$ cat config.mk
export PLATFORM = sky130hd
export DESIGN_NAME = finv_arbiter
export DESIGN_NICKNAME = d
export VERILOG_FILES = /design/src/rtl/finv_arbiter.sv
export SDC_FILE = /design/constraint.sdc
export NUM_CORES = 1
export LEC_CHECK = 0
export BUFFER_PORTS_ARGS = -buffer_cell sky130_fd_sc_hd__clkbuf_2
export CORE_MARGIN = 2
export CORE_UTILIZATION = 40
export CTS_BUF_LIST = sky130_fd_sc_hd__clkbuf_4
export CTS_CLUSTER_DIAMETER = 120
export DETAILED_ROUTE_END_ITERATION = 6
export PLACE_DENSITY_LB_ADDON = 0.08
export SETUP_SLACK_MARGIN = 0.1
export SYNTH_ARGS = -nofsm -noshare
export SYNTH_HDL_FRONTEND = slang
export SYNTH_SLANG_ARGS = --single-unit
$ cat constraint.sdc
create_clock -name clk -period 2.7 [get_ports clk]
set_clock_uncertainty 0.15 [all_clocks]
set_input_delay 0.54 -clock clk [delete_from_list [all_inputs] [get_ports clk]]
set_output_delay 0.54 -clock clk [all_outputs]
set_load 0.1 [all_outputs]
$ cat src/rtl/finv_arbiter.sv
// finv_arbiter: round-robin sharing of one fixed-latency, fully pipelined
// reciprocal unit among NREQ requesters. A tag pipe follows each operand
// through the unit so the result is routed back to its originator.

// Per-requester sticky exception flags.
module finv_arbiter_lane (
    input  logic clk,
    input  logic rstn,
    input  logic rsp_vld,
    input  logic rsp_ovf,
    input  logic rsp_udf,
    input  logic clr,
    output logic sticky_ovf,
    output logic sticky_udf
);
    logic ovf_d, ovf_q, udf_d, udf_q;

    // Clear first, then OR in the new flags so a coinciding set wins.
    always_comb begin
        ovf_d = (ovf_q & ~clr) | (rsp_vld & rsp_ovf);
        udf_d = (udf_q & ~clr) | (rsp_vld & rsp_udf);
    end

    // Flag registers.
    always_ff @(posedge clk or negedge rstn) begin
        if (!rstn) begin
            ovf_q <= 1'b0;
            udf_q <= 1'b0;
        end else begin
            ovf_q <= ovf_d;
            udf_q <= udf_d;
        end
    end

    assign sticky_ovf = ovf_q;
    assign sticky_udf = udf_q;
endmodule

module finv_arbiter #(
    parameter int NREQ    = 2,
    parameter int LATENCY = 4
) (
    input  logic                         clk,
    input  logic                         rstn,
    input  logic [NREQ-1:0]              req_valid,
    input  logic [32*NREQ-1:0]           req_src,
    output logic [NREQ-1:0]              req_ready,
    output logic [NREQ-1:0]              resp_valid,
    output logic [31:0]                  resp_dest,
    output logic                         resp_ovf,
    output logic                         resp_udf,
    output logic [NREQ-1:0]              sticky_ovf,
    output logic [NREQ-1:0]              sticky_udf,
    input  logic [NREQ-1:0]              sticky_clr,
    output logic [$clog2(LATENCY+2)-1:0] inflight,
    output logic [31:0]                  finv_src,
    input  logic [31:0]                  finv_dest,
    input  logic                         finv_ovf,
    input  logic                         finv_udf
);
    localparam int PW = $clog2(NREQ);
    localparam int CW = $clog2(LATENCY + 2);
    localparam logic [CW-1:0] INFL_MAX = CW'(LATENCY + 1);

    logic [PW-1:0]            rr_ptr_d, rr_ptr_q;
    logic [PW-1:0]            gnt_idx, cand;
    logic                     hs;
    logic [31:0]              finv_src_d, finv_src_q;
    // Stage 0 aligns with finv_src; stage LATENCY aligns with a stable finv_dest.
    logic [LATENCY:0]         vld_pipe_d, vld_pipe_q;
    logic [LATENCY:0][PW-1:0] tag_pipe_d, tag_pipe_q;
    logic [NREQ-1:0]          resp_valid_d, resp_valid_q;
    logic [31:0]              resp_dest_d, resp_dest_q;
    logic                     resp_ovf_d, resp_ovf_q, resp_udf_d, resp_udf_q;
    logic [CW-1:0]            inflight_d, inflight_q;

    // Round-robin grant: first valid requester at or after rr_ptr.
    always_comb begin
        req_ready = '0;
        gnt_idx   = '0;
        hs        = 1'b0;
        cand      = '0;
        for (int k = 0; k < NREQ; k++) begin
            cand = PW'((int'(rr_ptr_q) + k) % NREQ);
            if (!hs && req_valid[cand]) begin
                hs             = 1'b1;
                gnt_idx        = cand;
                req_ready[cand] = 1'b1;
            end
        end
    end

    // Issue side: pointer advance, operand register, tag pipe shift.
    always_comb begin
        rr_ptr_d   = hs ? PW'((int'(gnt_idx) + 1) % NREQ) : rr_ptr_q;
        finv_src_d = finv_src_q;
        for (int k = 0; k < NREQ; k++) begin
            if (hs && gnt_idx == PW'(k)) finv_src_d = req_src[32*k +: 32];
        end
        vld_pipe_d = {vld_pipe_q[LATENCY-1:0], hs};
        tag_pipe_d = {tag_pipe_q[LATENCY-1:0], gnt_idx};
    end

    // Response capture: only tagged finv outputs are taken.
    always_comb begin
        resp_valid_d = '0;
        resp_dest_d  = resp_dest_q;
        resp_ovf_d   = resp_ovf_q;
        resp_udf_d   = resp_udf_q;
        if (vld_pipe_q[LATENCY]) begin
            resp_valid_d[tag_pipe_q[LATENCY]] = 1'b1;
            resp_dest_d = finv_dest;
            resp_ovf_d  = finv_ovf;
            resp_udf_d  = finv_udf;
        end
    end

    // In-flight count; simultaneous issue and return cancel out.
    always_comb begin
        inflight_d = inflight_q;
        if (hs && resp_valid_q == '0 && inflight_q != INFL_MAX)
            inflight_d = inflight_q + 1'b1;
        else if (!hs && resp_valid_q != '0 && inflight_q != '0)
            inflight_d = inflight_q - 1'b1;
    end

    // State registers; reset discards anything in flight.
    always_ff @(posedge clk or negedge rstn) begin
        if (!rstn) begin
            rr_ptr_q     <= '0;
            finv_src_q   <= '0;
            vld_pipe_q   <= '0;
            tag_pipe_q   <= '0;
            resp_valid_q <= '0;
            resp_dest_q  <= '0;
            resp_ovf_q   <= 1'b0;
            resp_udf_q   <= 1'b0;
            inflight_q   <= '0;
        end else begin
            rr_ptr_q     <= rr_ptr_d;
            finv_src_q   <= finv_src_d;
            vld_pipe_q   <= vld_pipe_d;
            tag_pipe_q   <= tag_pipe_d;
            resp_valid_q <= resp_valid_d;
            resp_dest_q  <= resp_dest_d;
            resp_ovf_q   <= resp_ovf_d;
            resp_udf_q   <= resp_udf_d;
            inflight_q   <= inflight_d;
        end
    end

    for (genvar i = 0; i < NREQ; i++) begin : g_lane
        finv_arbiter_lane u_lane (
            .clk        (clk),
            .rstn       (rstn),
            .rsp_vld    (resp_valid_q[i]),
            .rsp_ovf    (resp_ovf_q),
            .rsp_udf    (resp_udf_q),
            .clr        (sticky_clr[i]),
            .sticky_ovf (sticky_ovf[i]),
            .sticky_udf (sticky_udf[i])
        );
    end

    assign resp_valid = resp_valid_q;
    assign resp_dest  = resp_dest_q;
    assign resp_ovf   = resp_ovf_q;
    assign resp_udf   = resp_udf_q;
    assign inflight   = inflight_q;
    assign finv_src   = finv_src_q;
endmodule
# Word-level counts from Yosys, hierarchy flattened
# Cells that the tools add are included.
[word_totals] inputBits=104 reg_bits=86 output_inout_bits=77
[classes] add_sub_neg=4 n_eq_ne=1 bitwise_logic=16 n_lt_le_gt_ge=6 muxes=21 reduce_logical=17
[ops] operator="$mux W32" count=2
[ops] operator="$mux W1" count=11
[ops] operator="$logic_and A1 B1 Y1" count=10
[ops] operator="$and A1 B1 Y1" count=8
[ops] operator="$lt A1 B2 Y1 const B" count=3
[ops] operator="$mux W2" count=3
[ops] operator="$mux W3" count=2
[ops] operator="$reduce_bool A2 Y1" count=3
[ops] operator="$or A1 B1 Y1" count=4
[ops] operator="$add A3 B1 Y3 const B" count=1
[ops] operator="$demux W1 S1" count=3
[ops] operator="$ge A1 B1 Y1 const B" count=3
[ops] operator="$ne A3 B3 Y1 const B" count=1
[ops] operator="$not A1 Y1" count=3
[ops] operator="$reduce_bool A3 Y1" count=1
[ops] operator="$sub A3 B1 Y3 const B" count=1
[ops] operator="$add A1 B1 Y1 const B" count=2
[ops] operator="$logic_not A1 Y1" count=2
[ops] operator="$logic_not A2 Y1" count=1
[ops] operator="$or A2 B2 Y2" count=1

# Longest topological paths before layout
[logic_depth] depth_word=11 depth_mapped=8

# By module
# A second synthesis with hierarchy kept.
[unflattened] cells_unflattened=281 hier_area_um2=3372.0
[modules_own_cells] module="finv_arbiter" n_inst=1 cells_each=265 area_per_inst_um2=3214.3
[modules_own_cells] module="finv_arbiter_lane" n_inst=2 cells_each=8 area_per_inst_um2=78.8

# Worst setup path after synthesis
# Ideal clock, no wire load.
[synth_path] path_type="register -> register" startpoint="reg inflight_q[1], in the netlist inflight[1]" endpoint="reg inflight_q[2], in the netlist inflight[2]" stages_incl_launch_ff=6 setup_slack_ps=182 setup_time_ps=88 period_less_slack_ps=2518 t_arrival_ps=2280 cell_sequence="dfrtp_1 > o21ai_0 > fa_1 > nor3_1 > a211oi_1 > a211oi_2"
[synth_via] elab_chain_cells=3
[synth_lines] element="from (decl)" line="75" rtl="logic [CW-1:0] inflight_d, inflight_q;"
[synth_lines] element="from (signal assigned)" line="148" rtl="inflight_q <= inflight_d;"
[synth_lines] element="$sub A3 B1 Y3 (tied with other cells)" line="124" rtl="inflight_d = inflight_q - 1'b1;"
[synth_lines] element="$mux W3 (tied with other cells)" line="123" rtl="else if (!hs && resp_valid_q != '0 && inflight_q != '0)"
[synth_lines] element="$mux W3 or $reduce_bool A2 Y1 (tied branches)"
# Parallel ways exist; a longest one is shown, timed or not. The select of a mux whose other input is x is not followed.
# A chain may end at the register's enable or synchronous reset.

# Worst setup path in the final report
[layout_path] startpoint="reg resp_valid_q[1], in the netlist resp_valid[1]" endpoint="reg inflight_q[2], in the netlist inflight[2]"
[layout_via] elab_chain_cells=4
[layout_lines] element="from (decl)" line="72" rtl="logic [NREQ-1:0] resp_valid_d, resp_valid_q;"
[layout_lines] element="from (signal assigned)" line="144" rtl="resp_valid_q <= resp_valid_d;"
[layout_lines] element="$logic_not A2 Y1 or $reduce_bool A2 Y1 (tied branches)" line="121, 123"
[layout_lines] element="$logic_and A1 B1 Y1 (on tied branches) (2 in a row)" line="121, 123"
[layout_lines] element="$mux W3 or $reduce_bool A2 Y1 (tied branches)"
# Parallel ways exist; a longest one is shown, timed or not.

==> summary.txt <==
Run status
  • Status: complete, no violations

Setup path
  • Startpoint Class: register
  • Cells on worst reg2reg path: 6
  • Crit path capture: inflight[2]
  • Worst R2R Start: resp_valid[1]
  • Crit end category: register
  • Reg-to-reg slack, setup: around 0.36 ns
  • Data required, critical path: about 2.9 ns
  • Crit path DAT: approximately 2.5 ns
  • WS Path Type: reg -> reg
  • RR Endpoint: inflight[2]
  • Critical Path Fanout Max: 6
  • Worst setup startpoint: resp_valid[1]

Floorplan
  • Die area: 9190 um^2
  • Width of the chip: 95.9 um
  • Initial core utilization: about two fifths
  • Ports: between 150 and 200
  • Core area: between 8000 and 9000 um^2
  • Std-Cell Rows: 33
  • Chip Height: 95.9 um

STA
  • Hold slack: ~0.17 ns
  • Slew @ Worst Pin: about 0.66 ns
  • Achievable Freq: ~430 MHz
  • Setup violators final: 0
  • Setup TNS: 0 ns
  • RSZ-0062 raised after global routing: no
  • Slew Limit Fails: 0
  • Worst setup margin: ~0.36 ns
  • Worst slew margin: a little under three fifths
  • Final Cycle Share: about 87%
  • Final hold vios: 0
  • Tmin final: around 2.3 ns

Synth
  • Synth warn: 0
  • Post-Syn Instances: around 290
  • Synthesized net count: 391
  • Synth unique cells: 25
  • Synth Register Bits: 86
  • Cell area after synthesis: between 3000 and 4000 um^2
  • Syn avg cell area: approximately 12 um^2
  • Register area share after synthesis: 63.8%

Route
  • Post-route DRC: 0
  • 1st-pass router iterations: 4
  • 1st-iter DRT viols: about 120
  • Via count: around 2700
  • Wire per inst: 13.0 um
  • Number of vias per cell: between 4 and 5
  • Routed WL: around 7400 um
  • ANT nets after route: 0

Clock tree
  • Clk Latency, worst-skew pair: 0.41 ns
  • Post-CTS Setup Bufs: 0
  • Total CTS buffers: 9
  • H-tree Lvls: 3
  • Clk slew on worst S/H paths: 0.13 ns
  • Clock Sinks: 86
  • # hold bufs at CTS: 1
  • Clk buf depth: 2
  • CTS resizes: 0
  • Root Buffer Master: clkbuf_4
  • CTS tree: done

Finish
  • Post-route cell area: ~4500 um^2
  • Area Growth Syn to Fin: 32.5%
  • Fillers: 777
  • Multi-input logic area: around 1100 um^2
  • Seq. cell area: 2150 um^2
  • ANT cells: 0
  • Final core utilization: between 50% and 60%
  • Layout net count: roughly 570
  • Layout cells sized above 1: roughly 50%

Global routing
  • First-pass GRT wire length: 11500 um
  • Pin count of the biggest net entering global routing: 47
  • Initial antenna violation count: 0
  • All-Layer GR Usage: 16.4%
  • Global route overflow: 0
  • Vias in the first global route: between 2000 and 3000

Hold path
  • Hold depth: 2
  • Min-delay src: sticky_clr[1]
  • Hold Path Class: in -> reg

Place
  • Placement Setup Slack: about 0.18 ns
  • Placement Cell Area: 4360 um^2
  • I/O Buffers: between 150 and 200
  • GP Congestion: 0.723
  • HPWL Detailed: between 5000 and 6000 um

Run
  • Max-Cap Viols: 0

Power
  • Peak supply drop: 0.337 mV
  • Total power divided by cell area: roughly 840 nW/um^2
  • Leak: 2.25 nW
## cell type report
type | instances | area share (%)
multi-input cells | 171 | 23.9
clock buffers | 10 | 1.68
well taps | 105 | 2.94
inverters | 9 | 0.755
flip-flops and latches | 86 | 48.1
repair buffers | 185 | 22.0
clock inverters | 5 | 0.615
## sequential cells by signal, summed over array words and instances, names as in the netlist
name	count
resp_udf	1
inflight	3
finv_src	32
g_lane.u_lane.sticky_udf	2
g_lane.u_lane.sticky_ovf	2
vld_pipe_q	5
resp_dest	32
tag_pipe_q	1
resp_valid	2
resp_ovf	1
rr_ptr_q	1
tag_pipe_d	4
## power by group
group / switching, mW / total, mW / internal, mW / leakage (nW)
registers: 0.126 / 1.56 / 1.43 / 0.989
clock network: 0.395 / 0.583 / 0.188 / 0.0533
logic: 1.30 / 1.60 / 0.303 / 1.20
## layer usage
metal | track usage (%) | share of wire (%)
met5 | 0 | 0
met4 | 6.43 | 1.1
met3 | 5.32 | 10
met2 | 26.5 | 48
met1 | 20.5 | 41
## stage by stage
step	instances	total power [mW]
after global placement	555	3.19
final	571	3.75
after floorplan	286	2.88
after CTS	571	3.80
after global routing	571	3.95
after detailed placement	555	3.20
## kinds of logic after synthesis
group / synth area share (%)
mux: 11.3
buf+inv: 4.60
compound gates: 9.30
fa+ha+maj: 0.593
simple gates: 10.4
flops: 63.8
## cells in the final DEF (no fill, tap or decap), types with 3 or more instances in the layout
| master | instances |
|---|---|
| nor3_1 | 4 |
| inv_1 | 8 |
| o22ai_1 | 32 |
| nand2_1 | 9 |
| buf_12 | 3 |
| dfrtp_1 | 86 |
| buf_4 | 4 |
| nor2_1 | 67 |
| mux2_2 | 34 |
| a21oi_1 | 4 |
| clkbuf_2 | 177 |
| clkbuf_4 | 10 |
| o21ai_0 | 8 |
## cells in the mapped netlist
| library cell | instances | share of area [%] |
|---|---|---|
| nor3_1 | 4 | 0.59 |
| a31o_2 | 1 | 0.26 |
| nand2b_1 | 1 | 0.19 |
| nor2_2 | 1 | 0.19 |
| o21ai_0 | 8 | 1.2 |
| inv_1 | 8 | 0.89 |
| nor3_2 | 1 | 0.30 |
| inv_2 | 1 | 0.11 |
| fa_1 | 1 | 0.59 |
| a211oi_1 | 2 | 0.44 |
| and2_1 | 1 | 0.19 |
| buf_4 | 6 | 1.3 |
| mux2_2 | 34 | 11 |
| o22a_1 | 1 | 0.26 |
| o22ai_1 | 32 | 5.9 |
| nor2_4 | 1 | 0.33 |
| a21oi_1 | 4 | 0.59 |
| a211oi_2 | 1 | 0.37 |
| buf_6 | 1 | 0.33 |
| dfrtp_1 | 86 | 64 |
| nor2_1 | 67 | 7.4 |
| nand2_1 | 9 | 1.0 |
| a41oi_1 | 1 | 0.26 |
| nor2b_1 | 1 | 0.19 |
| buf_2 | 13 | 1.9 |
## worst max-delay path, cell delays in order (launching register included)
cell,delay (ns)
dfrtp_1,0.46
nor3_2,0.38
o21ai_0,0.19
fa_1,0.47
nor3_1,0.30
a211oi_1,0.11
a211oi_2,0.21
## worst min path at each step
stage	end	slack (ns)
4_1_cts	g_lane[1].u_lane.sticky_udf	0.14
6_report	g_lane[1].u_lane.sticky_udf	0.17
2_1_floorplan	finv_src[0]	0.09
3_3_place_gp	vld_pipe_q[3]	0.18
3_5_place_dp	vld_pipe_q[2]	0.19
5_1_grt	g_lane[0].u_lane.sticky_ovf	0.14
No activity file was read; power rests on OpenSTA's default activity.
